`src/rtl/egg_job_scheduler.sv`:
```
// Round-robin job scheduler that time-shares one egg_core hashing engine between
// NUM_REQ requesters, sweeping each job's nonce range and returning one result per job.
module egg_job_scheduler #(
  parameter int NUM_REQ  = 4,
  parameter int HASH_W   = 256,
  parameter int MAX_WAIT = 1024,
  localparam int ID_W    = (NUM_REQ > 1) ? $clog2(NUM_REQ) : 1,
  localparam int WAIT_W  = $clog2(MAX_WAIT + 1)
) (
  input  logic                  clk,
  input  logic                  rst,
  input  logic [NUM_REQ-1:0]    req_valid,
  output logic [NUM_REQ-1:0]    req_ready,
  input  logic [NUM_REQ*32-1:0] req_seed,
  input  logic [NUM_REQ*16-1:0] req_count,
  input  logic [HASH_W-1:0]     target,
  output logic                  core_start,
  output logic [31:0]           core_seed,
  output logic [31:0]           core_nonce,
  input  logic                  core_done,
  input  logic [HASH_W-1:0]     core_hash,
  output logic                  res_valid,
  input  logic                  res_ready,
  output logic [ID_W-1:0]       res_id,
  output logic [31:0]           res_nonce,
  output logic                  res_found,
  output logic                  res_timeout,
  output logic                  busy,
  output logic [31:0]           hash_count
);

  typedef enum logic [2:0] {
    S_IDLE,
    S_ISSUE,
    S_WAIT,
    S_CHECK,
    S_REPORT
  } state_t;

  state_t state_reg, state_next;

  logic [31:0]       seed_arr  [NUM_REQ];
  logic [15:0]       count_arr [NUM_REQ];

  logic [ID_W-1:0]   rr_reg;
  logic [ID_W-1:0]   id_reg;
  logic [31:0]       seed_reg;
  logic [15:0]       count_reg;
  logic [31:0]       nonce_reg;
  logic [WAIT_W-1:0] wait_cnt_reg;
  logic [HASH_W-1:0] hash_reg;
  logic [31:0]       hash_count_reg;
  logic [ID_W-1:0]   res_id_reg;
  logic [31:0]       res_nonce_reg;
  logic              res_found_reg;
  logic              res_timeout_reg;

  logic              grant_valid;
  logic [ID_W-1:0]   grant_id;
  logic              accept;
  logic              grant_count_zero;
  logic              wait_expired;
  logic              hash_hit;
  logic              last_nonce;
  logic [ID_W-1:0]   rr_next;

  genvar gi;
  generate
    for (gi = 0; gi < NUM_REQ; gi++) begin : g_req
      assign seed_arr[gi]  = req_seed[32*gi +: 32];
      assign count_arr[gi] = req_count[16*gi +: 16];
      assign req_ready[gi] = !rst && (state_reg == S_IDLE) && grant_valid &&
                             (grant_id == ID_W'(gi));
    end
  endgenerate

  function automatic logic [ID_W-1:0] rot_idx(input logic [ID_W-1:0] base, input int k);
    int s;
    s = int'(base) + k;
    if (s >= NUM_REQ) s = s - NUM_REQ;
    return ID_W'(s);
  endfunction

  // Scan from the highest offset down so the nearest valid requester at or after rr wins.
  always_comb begin
    grant_valid = 1'b0;
    grant_id    = '0;
    for (int k = NUM_REQ - 1; k >= 0; k--) begin
      if (req_valid[rot_idx(rr_reg, k)]) begin
        grant_valid = 1'b1;
        grant_id    = rot_idx(rr_reg, k);
      end
    end
  end

  assign accept           = (state_reg == S_IDLE) && grant_valid;
  assign grant_count_zero = (count_arr[grant_id] == 16'd0);
  assign wait_expired     = (wait_cnt_reg == WAIT_W'(MAX_WAIT - 1));
  assign hash_hit         = (hash_reg < target);
  assign last_nonce       = ({16'd0, count_reg} == (nonce_reg + 32'd1));
  assign rr_next          = (id_reg == ID_W'(NUM_REQ - 1)) ? '0 : id_reg + ID_W'(1);

  always_ff @(posedge clk) begin
    if (rst) state_reg <= S_IDLE;
    else     state_reg <= state_next;
  end

  always_comb begin
    state_next = state_reg;
    core_start = 1'b0;
    res_valid  = 1'b0;
    busy       = (state_reg != S_IDLE);
    case (state_reg)
      S_IDLE: begin
        if (accept) state_next = grant_count_zero ? S_REPORT : S_ISSUE;
      end
      S_ISSUE: begin
        core_start = 1'b1;
        state_next = S_WAIT;
      end
      S_WAIT: begin
        // A completion arriving on the expiry cycle still counts as an answer.
        if (core_done)         state_next = S_CHECK;
        else if (wait_expired) state_next = S_REPORT;
      end
      S_CHECK: begin
        state_next = (hash_hit || last_nonce) ? S_REPORT : S_ISSUE;
      end
      S_REPORT: begin
        res_valid = 1'b1;
        if (res_ready) state_next = S_IDLE;
      end
      default: state_next = S_IDLE;
    endcase
  end

  always_ff @(posedge clk) begin
    if (rst) begin
      rr_reg          <= '0;
      id_reg          <= '0;
      seed_reg        <= '0;
      count_reg       <= '0;
      nonce_reg       <= '0;
      wait_cnt_reg    <= '0;
      hash_reg        <= '0;
      hash_count_reg  <= '0;
      res_id_reg      <= '0;
      res_nonce_reg   <= '0;
      res_found_reg   <= 1'b0;
      res_timeout_reg <= 1'b0;
    end else begin
      case (state_reg)
        S_IDLE: begin
          if (accept) begin
            id_reg    <= grant_id;
            seed_reg  <= seed_arr[grant_id];
            count_reg <= count_arr[grant_id];
            nonce_reg <= '0;
            if (grant_count_zero) begin
              res_id_reg      <= grant_id;
              res_nonce_reg   <= '0;
              res_found_reg   <= 1'b0;
              res_timeout_reg <= 1'b0;
            end
          end
        end
        S_ISSUE: begin
          wait_cnt_reg <= '0;
        end
        S_WAIT: begin
          wait_cnt_reg <= wait_cnt_reg + WAIT_W'(1);
          if (core_done) begin
            hash_reg       <= core_hash;
            hash_count_reg <= hash_count_reg + 32'd1;
          end else if (wait_expired) begin
            res_id_reg      <= id_reg;
            res_nonce_reg   <= nonce_reg;
            res_found_reg   <= 1'b0;
            res_timeout_reg <= 1'b1;
          end
        end
        S_CHECK: begin
          if (hash_hit || last_nonce) begin
            res_id_reg      <= id_reg;
            res_nonce_reg   <= nonce_reg;
            res_found_reg   <= hash_hit;
            res_timeout_reg <= 1'b0;
          end else begin
            nonce_reg <= nonce_reg + 32'd1;
          end
        end
        S_REPORT: begin
          if (res_ready) rr_reg <= rr_next;
        end
        default: ;
      endcase
    end
  end

  assign core_seed   = seed_reg;
  assign core_nonce  = nonce_reg;
  assign res_id      = res_id_reg;
  assign res_nonce   = res_nonce_reg;
  assign res_found   = res_found_reg;
  assign res_timeout = res_timeout_reg;
  assign hash_count  = hash_count_reg;

endmodule

```
`config.mk`:
```
export PLATFORM = sky130hd
export DESIGN_NAME = egg_job_scheduler
export DESIGN_NICKNAME = d
export VERILOG_FILES = /design/src/rtl/egg_job_scheduler.sv
export SDC_FILE = /design/constraint.sdc
export NUM_CORES = 1
export LEC_CHECK = 0
export ABC_CLOCK_PERIOD_IN_PS = 4000
export BUFFER_PORTS_ARGS = -buffer_cell sky130_fd_sc_hd__buf_2
export CORE_AREA = 2 2 335 337
export CTS_BUF_LIST = sky130_fd_sc_hd__clkbuf_8
export CTS_CLUSTER_SIZE = 20
export DETAILED_ROUTE_END_ITERATION = 12
export DIE_AREA = 0 0 337 339
export PLACE_DENSITY_LB_ADDON = 0.12
export RECOVER_POWER = 100
export REMOVE_ABC_BUFFERS = 1
export SLEW_MARGIN = 20
export SYNTH_ARGS = -nofsm -noshare
export SYNTH_HDL_FRONTEND = slang
export SYNTH_SLANG_ARGS = --single-unit
export TNS_END_PERCENT = 50
```
`constraint.sdc`:
```
create_clock -name clk -period 4 [get_ports clk]
set_input_delay 1 -clock clk [delete_from_list [all_inputs] [get_ports clk]]
set_output_delay 1 -clock clk [all_outputs]
set_load 0.05 [all_outputs]
```
[Yosys cells after proc, flatten, opt, wreduce, memory -nomap -nowiden]
Index checks and enable logic that the tools add are counted.
Cells by class
  muxes and demuxes: 62
  magnitude comparators: 10
  add/subtract/negate cells: 11
  bitwise gates (word level): 1
  reductions and logical operators: 22
  equal/unequal tests: 18
Operators by type and width (number)
  2-to-1 mux 32 bit: 9
  < comparator 256 bit: 1
  case mux 32 bit (3 select lines): 1
  adder 32 x 1 -> 32 bit (second input constant): 2
  binary-select mux 32 bit (select 2 bit): 1
  case mux 32 bit (2 select lines): 1
  binary-select mux 16 bit (select 2 bit): 1
  == test 16 x 32 -> 1 bit: 1
  2-to-1 mux 16 bit: 2
  2-to-1 mux 2 bit: 14
  case mux 11 bit (2 select lines): 1
  2-to-1 mux 1 bit: 18
  2-to-1 mux 3 bit: 6
  zero test 16 bit: 1
  case mux 3 bit (5 select lines): 1
  != test 2 bit (second input constant): 7
  greater-or-equal comparator 3 bit (second input constant): 4
  < comparator 2 x 3 -> 1 bit (second input constant): 4
  adder 11 x 1 -> 11 bit (second input constant): 1
  == test 11 x 10 -> 1 bit (second input constant): 1
  binary-select mux 1 bit (select 2 bit): 4
  subtractor 2 x 1 -> 2 bit (second input constant): 4
  logical AND 1 bit: 7
  adder 2 x 2 -> 3 bit (second input constant): 2
  21 further kinds: 30
Storage, ports and cells
  input bits: 712
  output and inout bits: 139
  register bits after elaboration: 422

[Depth between registers and ports, before layout]
  depth after elaboration: 17
  gate-level depth with buffers: 15
  depth with buffers taken out: 12

[Worst setup path before layout]
No wires, ideal clock.
  path kind: in2out
  from: in req_valid[3]
  to: out req_ready[1]
  stages on the path: 7
  path buffers: 3
  arrival time: 3.664 ns
  required time: 3.000 ns
  setup slack: -0.664 ns
  cell sequence: inv_1 > and3_1 > or3_1 > clkbuf_1 > clkbuf_1 > clkbuf_1 > nor4_1
Between the ends
  word-level cells in the longest chain between the ends: 8
  elaborated cells between the ends (all ways): 19
RTL lines
  from (decl): line 12  | input logic [NUM_REQ-1:0] req_valid,
  binary-select mux 1 bit (select 2 bit): line 89  | if (req_valid[rot_idx(rr_reg, k)]) begin
  2-to-1 mux 1 bit (implied by the code): line 89
  2-to-1 mux 2 bit / 2-to-1 mux 1 bit (equally long branches) (4 in a row): line 89
  == test 2 x 1 -> 1 bit / logical AND 1 bit (equally long branches): line 73, 72
  logical AND 1 bit (*): line 72  | assign req_ready[gi] = !rst && (state_reg == S_IDLE) && grant_valid &&
  to (decl): line 13  | output logic [NUM_REQ-1:0] req_ready,
Every way passes the cells marked *; elsewhere a longest branch is shown, timed or not. The select of a mux whose other input is x is not followed.

[Final worst setup path]
  from: in target[117]
  to: reg res_nonce_reg[2] (netlist: res_nonce[2])
Between the ends
  word-level cells in the longest chain between the ends: 4
RTL lines
  from (decl): line 16  | input logic [HASH_W-1:0] target,
  < comparator 256 bit: line 99  | assign hash_hit = (hash_reg < target);
  logical OR 1 bit: line 183  | if (hash_hit || last_nonce) begin
  != test 2 bit (no source line)
  AND reduction 6 bit (no source line)
  to (signal assigned): line 177  | res_nonce_reg <= nonce_reg;
  to (signal assigned): line 185  | res_nonce_reg <= nonce_reg;
  to (decl): line 54  | logic [31:0] res_nonce_reg;
Every way passes these cells.
A chain may end at the register's enable or synchronous reset.

==> results.toml <==
[run_status]
status = "finished, violations left"
violations = "capacitance limit, slew limit"

[sta]
maxSlewHeadroom_pct = -0.5837
hold_viol = 0
setup_ws_ns = 0.1013
finalSetupViolCount = 0
hold_slack_ns = 0.4559
tightest_slew_ns = 1.505
min_period_ns = 3.899
fin_skew_ns = 0.06475
drv_slew = 34
setup_tns_ns = 0
fmax_mhz = 256.5
fin_crit_sh_pct = 97.47

[worst_setup_path]
critPathMaxFanout = 28
worstReg2RegEnd = "res_nonce[2]"
critPathTopFamily = "compound AO/OA/AOI/OAI gates"
ff2ff_path_depth = 12
crit_chain = "buf_2 -> inv_1 -> ha_1 -> a211oi_1 -> o211ai_1 -> o221ai_1 -> buf_4 -> o2111ai_1 -> a221oi_1 -> o31ai_2 -> a211oi_4 -> a211o_1 -> buf_4 -> nand2_8 -> a31o_2"
r2r-start = "core_nonce[0]"
r2r_slack_ns = 0.20
end_kind = "flop"
cp_data_required_time_ns = 4.59
worst_ep_arrival_time_ns = 4.49
worstSetupStartpointType = "input pin"
cpMaxStageDelayCell = "a211oi_4"
crit_path_frequent_cell = "buf_4"
crit_type = "input pin to flop"
path_buf_inv = 4
slowest_delay_ns = 0.47

[yosys]
yosysWarnings = 0
yosys.area.top_type_share_pct = 34.48
ys_seq_area_share_pct = 34.48
synth.top_cells.by_area = "dfxtp_1 34%, ha_1 13%, nand2_1 11%"
synthTopCellsByCount = "742 x nand2_1, 436 x a21oi_1, 422 x dfxtp_1"
synthCells = 3248
post_synth.cell_area_avg_sq_um = 7.544
syn-cell-area_sq_um = 24500
synth_top_cell_by_area = "dfxtp_1"
synthFlopType = "dfxtp_1"
ys_types = 79
synthArstFlopShare_pct = 0
synth.most_common_cell = "nand2_1"
synth_seq_cells = 422
synth_edf_count = 0

[min_path]
hp-class = "flop to flop"
hp-start = "hash_reg[124]"
worstHoldPathCells = 2
hold_path_end = "hash_reg[124]"

[clock_tree]
htree_levels = 3
cts_root_buf = "clkbuf_8"
clkSlewWorstSetupHoldPaths_ns = 0.06
tritoncts = "built"
cts.sinks = 422
clockBufferDepth = 3
insertion_delay_ns = 0.74
cts_buffers = 90

[placed_design]
place_ws_ns = -0.9529
gp_congestion = 0.8861
post_dp_cell_area_sq_um = 31420
dp_hpwl_microns = 87670
io_buffers = 850

[finish]
drive_gt1_share_pct = 25.14
area_growth_syn_to_layout_pct = 35.31
nets = 5158
largest_register_ffs = 256
fin_area_sq_um = 33160

[detailed_routing]
drt_iter0_markers = 1230
avgViaCountPerCell = 4.505
antenna_left = 0
wirelength_microns = 112000
wire_per_inst_microns = 19.43
drc = 0
first_pass_iters = 5
via_count = 25965

[global_routing]
grt_max_degree = 151
grt_pass1_wl_microns = 162800
grt_usage_pct = 18.86
grt-ovfl-total = 0
antenna_found_initial = 63
grt_pass1_vias = 25460

[die]
die_h_microns = 339
rows = 122
io_pins = 851
die_area_sq_um = 114200
die_x_microns = 337
core_region_area_sq_um = 110400
start_util_pct = 22.20

[power]
sequentialPowerShare_pct = 34.9
ir_worst_vdd_uv = 237.4
p_switching_uw = 5366
p_int_uw = 8873
switching_share_pct = 37.68
comb_power_share_pct = 30.6
p_leak_uw = 0.01508
power.density_nw_per_um2 = 429.4
clkPwrFrac_pct = 34.5

[job]
maxCapViolCount = 1
layer usage:
layer	GRT usage, %	part of all wire [%]	wire, microns	vias up
met5	0	0.22	241	-
met4	5.525	2.4	2713	38
met3	3.981	5.6	6247	211
met2	31.34	47	52530	666
met1	24.35	45	50280	11933
li1	-	-	-	13117
power by group through the flow:
stage | sequential, uW | combinational, uW | clock (uW)
final | 4960 | 4360 | 4920
after CTS | 4970 | 4500 | 5150
after global placement | 5050 | 4480 | 0
after global routing | 5020 | 4810 | 5320
after floorplan | 5390 | 2380 | 0
after detailed placement | 5050 | 4480 | 0
repair_timing:
item | CTS | global route
setup buffers | 0 | 1
setup endpoints to repair | 68 | 67
gates resized for setup | 3 | 10
hold buffers | 0 | 0
pin swaps | 0 | 4
layout by cell type, fill, tap and decap left out, drive strengths merged, types with 25 or more instances in the layout:
master / count
clkbuf: 274
a21oi: 436
nand4: 66
nor4: 49
a311oi: 35
dfxtp: 422
a31o: 29
ha: 259
o21ai: 92
xnor2: 25
nand2: 743
nor3: 47
buf: 879
and2: 37
nand3: 68
nor2: 173
mux2i: 33
inv: 299
a211oi: 46
area by class of cell:
cell class | instances | area [sq um]
Antenna cell | 20 | 50.05
Clock buffer | 122 | 1679
Clock inverter | 39 | 202.7
Fill cell | 12461 | 77210
Inverter | 269 | 1010
Multi-Input combinational cell | 2373 | 14390
Sequential cell | 422 | 8448
Tap cell | 1488 | 1862
Timing Repair Buffer | 1031 | 5517
per-stage QoR:
stage	std cells	total power (uW)	util, %
6_report	5764	14240	30.04
3_3_place_gp	5582	9533	28.47
2_1_floorplan	3064	7779	-
5_1_grt	5756	15150	30.03
3_5_place_dp	5582	9529	28.47
4_1_cts	5743	14610	30.19
logic make-up after synthesis:
kind of cell    count (synthesis)  share of synthesized area [%]
simple gates                 1270                          23.04
xor+xnor                       49                          1.751
buf+inv                       453                          7.205
mux                            50                          2.129
fa+ha+maj                     259                          13.23
compound gates                745                          18.17
flops                         422                          34.48
worst max path at each step:
stage,startpoint,end,slack (ns),cells after the start
3_5_place_dp,target[186],res_nonce[2],-0.95,15
5_1_grt,target[117],res_nonce[4],-0.03,15
4_1_cts,hash_reg[249],core_nonce[21],0.01,14
2_1_floorplan,core_done,hash_count[31],-18.08,9
3_3_place_gp,target[186],res_nonce[2],-0.99,15
6_report,target[117],res_nonce[2],0.10,15
worst register-to-register path, stage by stage, from the launching register on:
cell and delay [ns]:
dfxtp_1 0.45, ha_1 0.21, and3_1 0.42, nand3_1 0.23, xnor2_1 0.18, nor4_1 0.43, nand3_1 0.32, nor4_4 0.38
buf_4 0.19, a211o_1 0.17, buf_4 0.20, nand2_8 0.15, a31o_2 0.33
Note: power is estimated with default switching activity, not from simulation.
